$ cat src/rtl/ula_pkg.sv
// ula_pkg: opcode encoding shared by the ULA core and its register wrapper
package ula_pkg;
  typedef enum logic [2:0] {
    OP_AND  = 3'b000,
    OP_OR   = 3'b001,
    OP_NOTA = 3'b010,
    OP_NAND = 3'b011,
    OP_ADD  = 3'b100,
    OP_SUB  = 3'b101,
    OP_LSL  = 3'b110,
    OP_LSR  = 3'b111
  } ula_op_e;
endpackage

$ cat src/rtl/ula_core.sv
// ula_core: combinational ALU datapath, one adder shared between ADD and SUB
import ula_pkg::*;
module ula_core #(
  parameter int WIDTH = 4
) (
  input  logic [WIDTH-1:0] a,
  input  logic [WIDTH-1:0] b,
  input  logic [2:0]       s,
  output logic [WIDTH-1:0] y,
  output logic             c,
  output logic             v
);
  ula_op_e          op;
  logic             sub;
  logic [WIDTH-1:0] bx;
  logic [WIDTH:0]   sum;
  logic             ovf;
  assign op  = ula_op_e'(s);
  assign sub = (op == OP_SUB);
  assign bx  = sub ? ~b : b;
  assign sum = {1'b0, a} + {1'b0, bx} + {{WIDTH{1'b0}}, sub};
  // Overflow when both adder inputs agree in sign and the sum disagrees; holds for SUB via inverted B
  assign ovf = (a[WIDTH-1] == bx[WIDTH-1]) && (sum[WIDTH-1] != a[WIDTH-1]);
  assign y = (op == OP_AND)  ? a & b :
             (op == OP_OR)   ? a | b :
             (op == OP_NOTA) ? ~a :
             (op == OP_NAND) ? ~(a & b) :
             (op == OP_LSL)  ? {a[WIDTH-2:0], 1'b0} :
             (op == OP_LSR)  ? {1'b0, a[WIDTH-1:1]} :
             sum[WIDTH-1:0];
  assign c = (op == OP_ADD) ? sum[WIDTH] :
             (op == OP_SUB) ? ~sum[WIDTH] :
             (op == OP_LSL) ? a[WIDTH-1] :
             (op == OP_LSR) ? a[0] :
             1'b0;
  assign v = (op == OP_ADD || op == OP_SUB) ? ovf : 1'b0;
endmodule

$ cat src/rtl/ula_dataflow.sv
// ula_dataflow: registered ALU with zero/negative/carry/overflow flags
import ula_pkg::*;
module ula_dataflow #(
  parameter int WIDTH = 4
) (
  input  logic             clk,
  input  logic             rst,
  input  logic             en,
  input  logic [WIDTH-1:0] A,
  input  logic [WIDTH-1:0] B,
  input  logic [2:0]       S,
  output logic [WIDTH-1:0] R,
  output logic             Z,
  output logic             N,
  output logic             C,
  output logic             V
);
  logic [WIDTH-1:0] y, r_d, r_q;
  logic             c, v, z_d, z_q, n_d, n_q, c_d, c_q, v_d, v_q;
  ula_core #(.WIDTH(WIDTH)) u_core (.a(A), .b(B), .s(S), .y(y), .c(c), .v(v));
  always_comb begin
    r_d = en ? y : r_q;
    z_d = en ? (y == '0) : z_q;
    n_d = en ? y[WIDTH-1] : n_q;
    c_d = en ? c : c_q;
    v_d = en ? v : v_q;
  end
  always_ff @(posedge clk or posedge rst) begin
    if (rst) begin
      r_q <= '0;
      z_q <= 1'b0;
      n_q <= 1'b0;
      c_q <= 1'b0;
      v_q <= 1'b0;
    end else begin
      r_q <= r_d;
      z_q <= z_d;
      n_q <= n_d;
      c_q <= c_d;
      v_q <= v_d;
    end
  end
  assign R = r_q;
  assign Z = z_q;
  assign N = n_q;
  assign C = c_q;
  assign V = v_q;
endmodule

$ cat config.mk
export PLATFORM = sky130hd
export DESIGN_NAME = ula_dataflow
export DESIGN_NICKNAME = d
export VERILOG_FILES = /design/src/rtl/ula_pkg.sv /design/src/rtl/ula_core.sv /design/src/rtl/ula_dataflow.sv
export SDC_FILE = /design/constraint.sdc
export NUM_CORES = 1
export LEC_CHECK = 0
export BUFFER_PORTS_ARGS = -buffer_cell sky130_fd_sc_hd__buf_2
export CAP_MARGIN = 25
export CORE_ASPECT_RATIO = 0.75
export CORE_MARGIN = 2
export CORE_UTILIZATION = 46
export CTS_CLUSTER_DIAMETER = 80
export DETAILED_ROUTE_END_ITERATION = 8
export HOLD_SLACK_MARGIN = 0.02
export PLACE_DENSITY = 0.76
export SLEW_MARGIN = 0
export SYNTH_ARGS = -nofsm -noshare
export SYNTH_HDL_FRONTEND = slang
export SYNTH_SLANG_ARGS = --single-unit
$ cat constraint.sdc
create_clock -name clk -period 0.8 [get_ports clk]
set_input_delay 0.16 -clock clk [delete_from_list [all_inputs] [get_ports clk]]
set_output_delay 0.16 -clock clk [all_outputs]
set_load 0.005 [all_outputs]
==> results.yml, run 1 <==
placement:
  gp_congestion: 0.8807
  dpl_worst_slack_ns: -1.210
  place_area_mm2: 0.001032
  place_hpwl_um: 1630
  io_buffer_count: 21
die:
  fp.dieArea_mm2: 0.002124
  fp-row-count: 13
  fp.dieH_um: 40.42
  core_area_mm2: 0.001692
  die_x_um: 52.55
  start_util: 0.4808
  ios: 22
timing:
  report.final.slew_viol_count: 0
  timing.final.ws_setup_ns: -0.9061
  setup_viol: 15
  rsz0062_at_grt: "yes"
  relSlewSlack: 0.7999
  whs_ns: 0.2318
  hold_viol_final: 0
  worst_pin_slew_ns: 0.2983
  fin_worst_skew_ns: 0
  period_share: 2.133
  fmax_mhz: 586.1
  fin_crit_ns: 1.706
cells_and_area:
  layout.nets: 162
  diodes: 0
  multiInputGateArea_um2: 698.2
  syn2layout_area_growth_pct: 60.46
  finalInstanceArea_mm2: 0.001305
  fillers: 114
  final-seq-area_um2: 175.2
  fin_util: 0.7715
  layout-drive-gt1-share: 0.5248
  mostFrequentLayoutCell: "buf_4"
  final_cell_mix: "23 x buf_4, 18 x buf_2, 8 x nand2_1"
power:
  p_per_area_mw_per_mm2: 1227
  peakVddDrop_v: 0.0008268
  power_mw: 1.601
  total_leakage_power_nw: 0.6378
grt:
  gr-max-usage-layer: "met2"
  met1_usage: 0.3371
  grt_pass1_vias: 872
  met2_usage: 0.4813
  antenna_found_initial: 0
  use_met3: 0.04478
  grt_pass1_wl_um: 4015
  overflow: 0
  grt_util_all_layers: 0.2761
  grt_max_degree: 21
cts:
  clk_pin_slew_worst_paths_ns: 0.05
  tritoncts: "done"
  cts-root-buf: "clkbuf_4"
  clock-sinks: 7
  clk_path_buf_depth: 2
  cts_inserted_buffers: 3
  clk_latency_ns: 0.26
  htree_levels: 1
worst_setup_path:
  worstPathArrival_ns: 1.91
  critPathBufInv: 1
  crit_type: "primary input to flop"
  worstPathRequired_ns: 1.01
  max_stage_delay_ns: 0.31
  end_kind: "flop"
  cpLargestDelayFamily: "simple AND/OR/NAND/NOR gates"
  crit_chain: "buf_6, nand3b_4, xnor2_2, ha_4, nand2_2, o31a_1, and4_1, nor3_2, mux2_4"
  cp-start-kind: "primary input"
  critPathSlowestCell: "o31a_1"
  cp_max_fo: 4
routing:
  drt_first_pass_iters: 4
  drtAntennaViolNets: 0
  drt_iter0_markers: 36
  totalWireLength_um: 2575
  wl_per_cell_um: 15.80
  drc: 0
  vias: 921
  drt-vias-per-instance: 5.650
synthesis:
  syn_area_per_cell_um2: 8.561
  ys_async_sr_fraction: 1.000
  synth_edf_count: 0
  netlist_area_um2: 813.3
  synth_seq_area_share: 0.2154
  syn_nets: 115
  ys.warnings.count: 0
  ys_ff_latch: 7
  synth.distinct_cells: 39
  synthFlopType: "dfrtp_1"
  synth_cells: 95
job:
  maxCapViolations: 0
worst_hold_path:
  hp-class: "primary input to flop"
status:
  outcome: "finished, violations left"
  violations: "setup timing"
==> area by class of cell <==
type / count / share of cell area
Multi-Input combinational cell: 74 / 0.5350
Timing Repair Buffer: 49 / 0.2694
Sequential cell: 7 / 0.1342
Tap cell: 22 / 0.02109
Clock buffer: 4 / 0.02013
Inverter: 7 / 0.02013
==> metrics by stage <==
step	cells	setup TNS, ns
final	163	-6.255
after CTS	161	-6.188
after detailed placement	146	-7.484
after global routing	163	-6.933
after floorplan	95	-5.911
after global placement	146	-7.185
==> power by group <==
group	total [mW]	switching [mW]	internal [mW]	leakage (nW)
Clock	0.338	0.147	0.191	0.0150
Combinational	0.831	0.380	0.451	0.535
Sequential	0.432	0.0280	0.404	0.0875
==> synthesized netlist by cell type, types with 3 or more instances <==
cell type / n / area [um2]
xnor2_1: 3 / 26.28
xor2_1: 3 / 26.28
nor2_1: 4 / 15.01
ha_1: 5 / 62.56
buf_2: 3 / 15.01
o21ai_0: 4 / 20.02
nand2_1: 9 / 33.78
mux2_2: 3 / 33.78
a21oi_1: 8 / 40.04
inv_1: 7 / 26.28
dfrtp_1: 7 / 175.2
a211oi_1: 4 / 30.03
==> registers in the layout (all words and copies together) (netlist names) <==
register,flops
R,4
C,1
V,1
Z,1
==> per-layer routing <==
layer	vias up	routed length, um
met5	-	0
met4	0	44
met3	4	134
met2	39	1345
met1	436	1050
li1	442	-
==> cells by family after synthesis <==
kind of cell | Yosys count | share of synthesized area
buffers and inverters | 14 | 0.09231
flip-flops | 7 | 0.2154
AND/OR/NAND/NOR | 29 | 0.2123
multiplexers | 3 | 0.04154
adder cells (fa/ha/maj) | 6 | 0.1015
XOR/XNOR | 6 | 0.06463
AO/OA/AOI/OAI | 30 | 0.2723
==> final timing paths <==
| path | to | from | slack (ns) | cells past startpoint |
|---|---|---|---|---|
| setup / recovery | R[3]$_DFFE_PP0P_ | S[1] | -0.91 | 9 |
| hold / removal | R[0]$_DFFE_PP0P_ | en | 0.23 | 2 |
| setup reg to reg | Z$_DFFE_PP0P_ | Z$_DFFE_PP0P_ | -0.09 | 4 |
| hold reg to reg | R[3]$_DFFE_PP0P_ | R[3]$_DFFE_PP0P_ | 0.54 | 1 |
| max in group asynchronous | R[2]$_DFFE_PP0P_ | rst | 0.21 | 3 |
| min in group asynchronous | R[3]$_DFFE_PP0P_ | rst | 0.37 | 3 |
==> repair_timing <==
item / 4_1_cts / 5_1_grt
endpoints found under the setup margin: 15 / 15
pin swaps: 12 / 6
buffers inserted: 10 / 2
endpoints found under the hold margin: 7 / 0
resized for setup: 21 / 4
hold buffers: 1 / 0
No activity file was read; power rests on OpenSTA's default activity.
==> run 2: changes to the inputs <==
--- a/config.mk
+++ b/config.mk
@@ -7,9 +7,11 @@
 export LEC_CHECK = 0
 export BUFFER_PORTS_ARGS = -buffer_cell sky130_fd_sc_hd__buf_2
 export CAP_MARGIN = 25
+export CELL_PAD_IN_SITES_DETAIL_PLACEMENT = 1
+export CELL_PAD_IN_SITES_GLOBAL_PLACEMENT = 1
 export CORE_ASPECT_RATIO = 0.75
 export CORE_MARGIN = 2
-export CORE_UTILIZATION = 46
+export CORE_UTILIZATION = 34
 export CTS_CLUSTER_DIAMETER = 80
 export DETAILED_ROUTE_END_ITERATION = 8
 export HOLD_SLACK_MARGIN = 0.02
==> run 2 against run 1 <==
The run still ends with setup timing left. Largest cell class unchanged. Flip-flop and latch count unchanged. Critical path depth unchanged. Sequential power about the same. Sequential share of layout area down 0.86 points. Cell area up 6.8%. Non-clock buffer count up 1.
==> results.yml, run 2 (synthesis gave the netlist of run 1 again) <==
worst_hold_path:
  holdPathStages: 2
  hp-class: "primary input to flop"
worst_setup_path:
  end_kind: "flop"
  cp_max_fo: 4
  crit_type: "primary input to flop"
  max_stage_delay_ns: 0.35
  worstPathArrival_ns: 1.90
  cp-start-kind: "primary input"
  crit_chain: "buf_6, nand3b_4, buf_4, xnor2_1, ha_1, nor2b_2, and4_4, nor3_4, o41ai_2"
  worstPathRequired_ns: 0.97
  critPathSlowestCell: "ha_1"
  worstRegToRegCells: 2
cells_and_area:
  multiInputGateArea_um2: 764.5
  layout-drive-gt1-share: 0.5915
  mostFrequentLayoutCell: "buf_4"
  final_cells: 176
  fillers: 266
  largest_register_ffs: 4
  diodes: 0
  layout.nets: 163
  fin_util: 0.6087
  final_cell_mix: "24 x buf_4, 18 x buf_2, 8 x nand2_1"
  finalInstanceArea_mm2: 0.001394
  syn2layout_area_growth_pct: 71.39
  final-seq-area_um2: 175.2
cts:
  clk_path_buf_depth: 2
  clk_pin_slew_worst_paths_ns: 0.06
  clk_latency_ns: 0.27
  cts_inserted_buffers: 3
  htree_levels: 1
  cts-root-buf: "clkbuf_4"
  tritoncts: "done"
  clock-sinks: 7
timing:
  period_share: 2.162
  setup_tns_ns: -6.565
  fmax_mhz: 578.2
  rsz0062_at_grt: "yes"
  hold_viol_final: 0
  timing.final.ws_setup_ns: -0.9295
  setup_viol: 15
  report.final.slew_viol_count: 0
  fin_worst_skew_ns: 0
  whs_ns: 0.2091
  worst_pin_slew_ns: 0.5015
  relSlewSlack: 0.6637
  fin_crit_ns: 1.729
grt:
  grt_util_all_layers: 0.2224
  grt_max_degree: 21
  grt_pass1_vias: 936
  antenna_found_initial: 0
  overflow: 0
  grt_pass1_wl_um: 4498
die:
  fp.dieArea_mm2: 0.002803
  fp.dieH_um: 46.36
  core_area_mm2: 0.002290
  ios: 22
  start_util: 0.3552
  fp-row-count: 15
  die_x_um: 60.48
routing:
  wl_met1_um: 1288
  drt_first_pass_iters: 2
  dr_wl_met2_um: 1444
  drt_iter0_markers: 38
  drt-vias-per-instance: 5.097
  route.met3.wl_um: 57
  totalWireLength_um: 2807
  wl_per_cell_um: 15.95
  vias: 897
  drtAntennaViolNets: 0
  drc: 0
  topRoutingLayerUsed: "met4"
job:
  maxCapViolations: 0
placement:
  io_buffer_count: 21
  gp_congestion: 0.8380
  dp_cells: 165
  place_hpwl_um: 1957
  place_area_mm2: 0.001100
status:
  violations: "setup timing"
  outcome: "finished, violations left"
power:
  total_leakage_power_nw: 0.6544
  p_per_area_mw_per_mm2: 1208
  peakVddDrop_v: 0.0007854
==> run 2: cell types whose count changed in the layout (fill, tap and decap cells not counted), sizes merged <==
cell	previous run	this run
buf	48	49
==> run 2: per-layer routing <==
metal  global-route usage  up-vias
met5                    0        -
met4              0.01739        0
met3              0.05618        2
met2               0.4109       11
met1               0.2741      442
li1                     -      442
==> run 2: final timing paths <==
check | from | slack, ns | to
hold / removal | en | 0.21 | C$_DFFE_PP0P_
setup reg to reg | V$_DFFE_PP0P_ | -0.01 | V$_DFFE_PP0P_
hold reg to reg | R[0]$_DFFE_PP0P_ | 0.49 | R[0]$_DFFE_PP0P_
max in group asynchronous | rst | 0.19 | C$_DFFE_PP0P_
setup / recovery | S[1] | -0.93 | Z$_DFFE_PP0P_
min in group asynchronous | rst | 0.38 | V$_DFFE_PP0P_
==> run 2: through the flow <==
step | power, mW | setup WS (ns)
after floorplan | 0.8187 | -0.9741
after global placement | 1.058 | -1.193
after detailed placement | 1.090 | -1.231
after CTS | 1.525 | -0.9174
after global routing | 1.801 | -1.051
final | 1.684 | -0.9295
==> run 2: worst max-delay path, delay by kind of cell <==
family | cells | cell delay, ns
fa+ha+maj | 1 | 0.35
compound gates | 1 | 0.32
simple gates | 4 | 0.66
buf+inv | 2 | 0.27
xor+xnor | 1 | 0.12
==> run 2: power by group <==
part           switching, mW  leakage (nW)  total (mW)  internal [mW]
Sequential            0.0265        0.0875       0.430          0.403
Clock                  0.174        0.0150       0.367          0.193
Combinational          0.414         0.552       0.887          0.473
==> run 2: layout make-up <==
| class | instances | share of cell area |
|---|---|---|
| Multi-Input combinational cell | 74 | 0.5485 |
| Timing Repair Buffer | 50 | 0.2576 |
| Sequential cell | 7 | 0.1257 |
| Tap cell | 34 | 0.03052 |
| Clock buffer | 4 | 0.01885 |
| Inverter | 7 | 0.01885 |
==> run 2: repair_timing <==
action / 4_1_cts / 5_1_grt
pin swaps: 9 / 10
setup buffers: 2 / 6
hold buffers: 1 / 0
endpoints found under the setup margin: 15 / 15
hold endpoints to repair: 7 / 0
resized for setup: 14 / 25
gates cloned: 0 / 0
==> run 3: changes to the inputs <==
--- a/config.mk
+++ b/config.mk
@@ -5,17 +5,18 @@
 export SDC_FILE = /design/constraint.sdc
 export NUM_CORES = 1
 export LEC_CHECK = 0
+export ABC_AREA = 1
 export BUFFER_PORTS_ARGS = -buffer_cell sky130_fd_sc_hd__buf_2
 export CAP_MARGIN = 25
 export CELL_PAD_IN_SITES_DETAIL_PLACEMENT = 1
 export CELL_PAD_IN_SITES_GLOBAL_PLACEMENT = 1
 export CORE_ASPECT_RATIO = 0.75
 export CORE_MARGIN = 2
-export CORE_UTILIZATION = 34
+export CORE_UTILIZATION = 33
 export CTS_CLUSTER_DIAMETER = 80
 export DETAILED_ROUTE_END_ITERATION = 8
 export HOLD_SLACK_MARGIN = 0.02
-export PLACE_DENSITY = 0.76
+export PLACE_DENSITY = 0.77
 export SLEW_MARGIN = 0
 export SYNTH_ARGS = -nofsm -noshare
 export SYNTH_HDL_FRONTEND = slang
==> run 3 against run 2 <==
The run still ends with setup timing left. Register-to-register slack got worse by 0.03 ns. Cell area grew 21%. Non-clock buffer count increased by 17. Hold slack gained 0.070 ns. Global-route usage up 4.5 points. Area after synthesis is 10% higher. Critical path depth up 7. Sequential power about the same. Critical endpoint unchanged.
==> results.yml, run 3 <==
worst_setup_path:
  worstPathRequired_ns: 0.95
  rrSetupSlack_ns: -0.04
  crit_path_start: "S[1]"
  crit_type: "primary input to flop"
  worstPathArrival_ns: 1.90
  cp_max_fo: 5
  end_kind: "flop"
  timing.rr.start: "R[2]$_DFFE_PP0P_"
  reg2reg_to: "R[2]$_DFFE_PP0P_"
  crit_end: "Z$_DFFE_PP0P_"
  worstRegToRegCells: 3
  cp-start-kind: "primary input"
routing:
  drtAntennaViolNets: 0
  totalWireLength_um: 4684
  drc: 0
  drt_iter0_markers: 37
  wl_per_cell_um: 19.60
  vias: 1228
  drt_first_pass_iters: 4
  drt-vias-per-instance: 5.138
synthesis:
  synth.area.top_cells: "dfrtp_1 20%, nand2_1 15%, inv_1 8.8%"
  yosysMostFrequentCell: "nand2_1"
  netlist_top_cells_count: "37 x nand2_1, 21 x inv_1, 8 x nand3_1, 7 x dfrtp_1, 7 x o21ai_0"
  synth_edf_count: 0
  yosysTopAreaCell: "dfrtp_1"
  synth_cells: 136
  yosysTopAreaCellShare: 0.1953
  syn_nets: 156
  netlist_area_um2: 897.1
  synth.distinct_cells: 30
  ys_ff_latch: 7
  syn_area_per_cell_um2: 6.596
  synthFlopType: "dfrtp_1"
  ys.warnings.count: 0
  synth_seq_area_share: 0.1953
  ys_async_sr_fraction: 1.000
timing:
  relSlewSlack: 0.7901
  timing.final.ws_setup_ns: -0.9523
  setup_viol: 15
  whs_ns: 0.2794
  hold_viol_final: 0
  report.final.slew_viol_count: 0
  rsz0062_at_grt: "yes"
  fin_worst_skew_ns: 0
  period_share: 2.190
  fmax_mhz: 570.7
  worst_pin_slew_ns: 0.3145
  fin_crit_ns: 1.752
status:
  violations: "setup timing"
  outcome: "finished, violations left"
job:
  maxCapViolations: 0
cells_and_area:
  mostFrequentLayoutCell: "buf_4"
  syn2layout_area_growth_pct: 88.70
  layout-drive-gt1-share: 0.6158
  finalInstanceArea_mm2: 0.001693
  fillers: 323
  layout.nets: 224
  largest_register_ffs: 4
  final_cell_mix: "37 x buf_4, 25 x nand2_1, 17 x buf_2"
  diodes: 0
  final_cells: 239
placement:
  dp_cells: 221
  dpl_worst_slack_ns: -1.279
  place_area_mm2: 0.001265
  place_hpwl_um: 2585
  gp_congestion: 0.8668
  io_buffer_count: 21
die:
  fp.dieH_um: 49.16
  die_x_um: 64.21
  core_area_mm2: 0.002603
  ios: 22
  fp-row-count: 16
  fp.dieArea_mm2: 0.003156
  start_util: 0.3447
cts:
  clk_latency_ns: 0.26
  tritoncts: "done"
  cts-root-buf: "clkbuf_4"
  htree_levels: 1
  cts_inserted_buffers: 3
  clk_path_buf_depth: 2
  clock-sinks: 7
  clk_pin_slew_worst_paths_ns: 0.05
power:
  total_leakage_power_nw: 0.8408
  peakVddDrop_v: 0.0009656
  p_per_area_mw_per_mm2: 1152
grt:
  antenna_found_initial: 0
  grt_max_degree: 9
  grt_pass1_wl_um: 6272
  grt_pass1_vias: 1250
  grt_util_all_layers: 0.2678
  overflow: 0
worst_hold_path:
  hp-class: "primary input to flop"
==> run 3: changes by cell type after synthesis, moves of 3 or more <==
cell / previous run / this run
nand2_1: 9 / 37
inv_1: 7 / 21
nand3_1: 2 / 8
a31oi_1: 0 / 5
a211oi_1: 4 / 1
buf_2: 3 / 0
mux2_2: 3 / 0
nor2_2: 0 / 3
o21ai_0: 4 / 7
o21ai_1: 0 / 3
xnor2_1: 3 / 0
==> run 3: area by class of cell <==
cell class	count	area [um2]	share of cell area
clock buffers	4	26.28	0.01552
multi-input cells	100	809.5	0.4782
repair buffers	67	523.0	0.3089
well taps	36	45.04	0.02661
inverters	25	113.9	0.06726
flip-flops and latches	7	175.2	0.1035
==> run 3: worst min-delay path by stage <==
stage                                  end  slack, ns  cells past startpoint  start
after CTS                 R[1]$_DFFE_PP0P_       0.27                      3     en
final                     R[1]$_DFFE_PP0P_       0.28                      3     en
after detailed placement  R[2]$_DFFE_PP0P_       0.11                      2    rst
after global placement       C$_DFFE_PP0P_       0.09                      2    rst
after floorplan              C$_DFFE_PP0P_      -0.04                      1    rst
after global routing      R[1]$_DFFE_PP0P_       0.29                      3     en
==> run 3: where the power goes <==
group	leakage [nW]	internal, mW	switching [mW]
logic	0.739	0.549	0.623
registers	0.0872	0.401	0.0322
clock network	0.0150	0.192	0.153
==> run 3: cell families (layout without fill, tap and decap cells) <==
kind of cell,Yosys count,count (layout),share of synthesized area
flops,7,7,0.1953
buf+inv,29,96,0.1590
compound gates,26,26,0.1660
simple gates,63,63,0.3389
fa+ha+maj,6,6,0.09205
xor+xnor,5,5,0.04881
==> run 3: through the flow <==
| stage | power (mW) | setup TNS (ns) | util |
|---|---|---|---|
| 6_report | 1.950 | -6.719 | 0.6505 |
| 5_1_grt | 2.085 | -7.497 | 0.6505 |
| 4_1_cts | 1.663 | -6.105 | 0.5784 |
| 3_5_place_dp | 1.174 | -7.385 | 0.4861 |
| 3_3_place_gp | 1.135 | -6.834 | 0.4861 |
| 2_1_floorplan | 0.8539 | -5.449 | - |
==> run 3: critical path, cell delays in order <==
cell      delay (ns)
buf_8           0.11
clkinv_8        0.04
nand3_4         0.12
xor2_4          0.20
fa_2            0.55
inv_2           0.04
nand2_2         0.07
nand3_2         0.07
o21ai_2         0.11
nand2_1         0.06
nand2_1         0.07
nand2_2         0.06
nand2_2         0.08
nor2_4          0.03
nand3_2         0.06
nand2_1         0.06
==> run 3: what timing repair did <==
action                                  4_1_cts  5_1_grt
endpoints found under the hold margin         7        0
resized for setup                            43       34
endpoints found under the setup margin       15       15
buffers inserted                             10        6
hold buffers                                  1        0
cloned                                        0        0
pin swaps                                    25       16
==> run 3: routing by layer <==
| layer | GRT usage | up-vias | wire [um] |
|---|---|---|---|
| met1 | 0.3062 | 613 | 2032 |
| met2 | 0.4792 | 35 | 2400 |
| met3 | 0.08314 | 8 | 173 |
| li1 | - | 572 | - |
| met4 | 0.07801 | 0 | 78 |
| met5 | 0 | - | 0 |
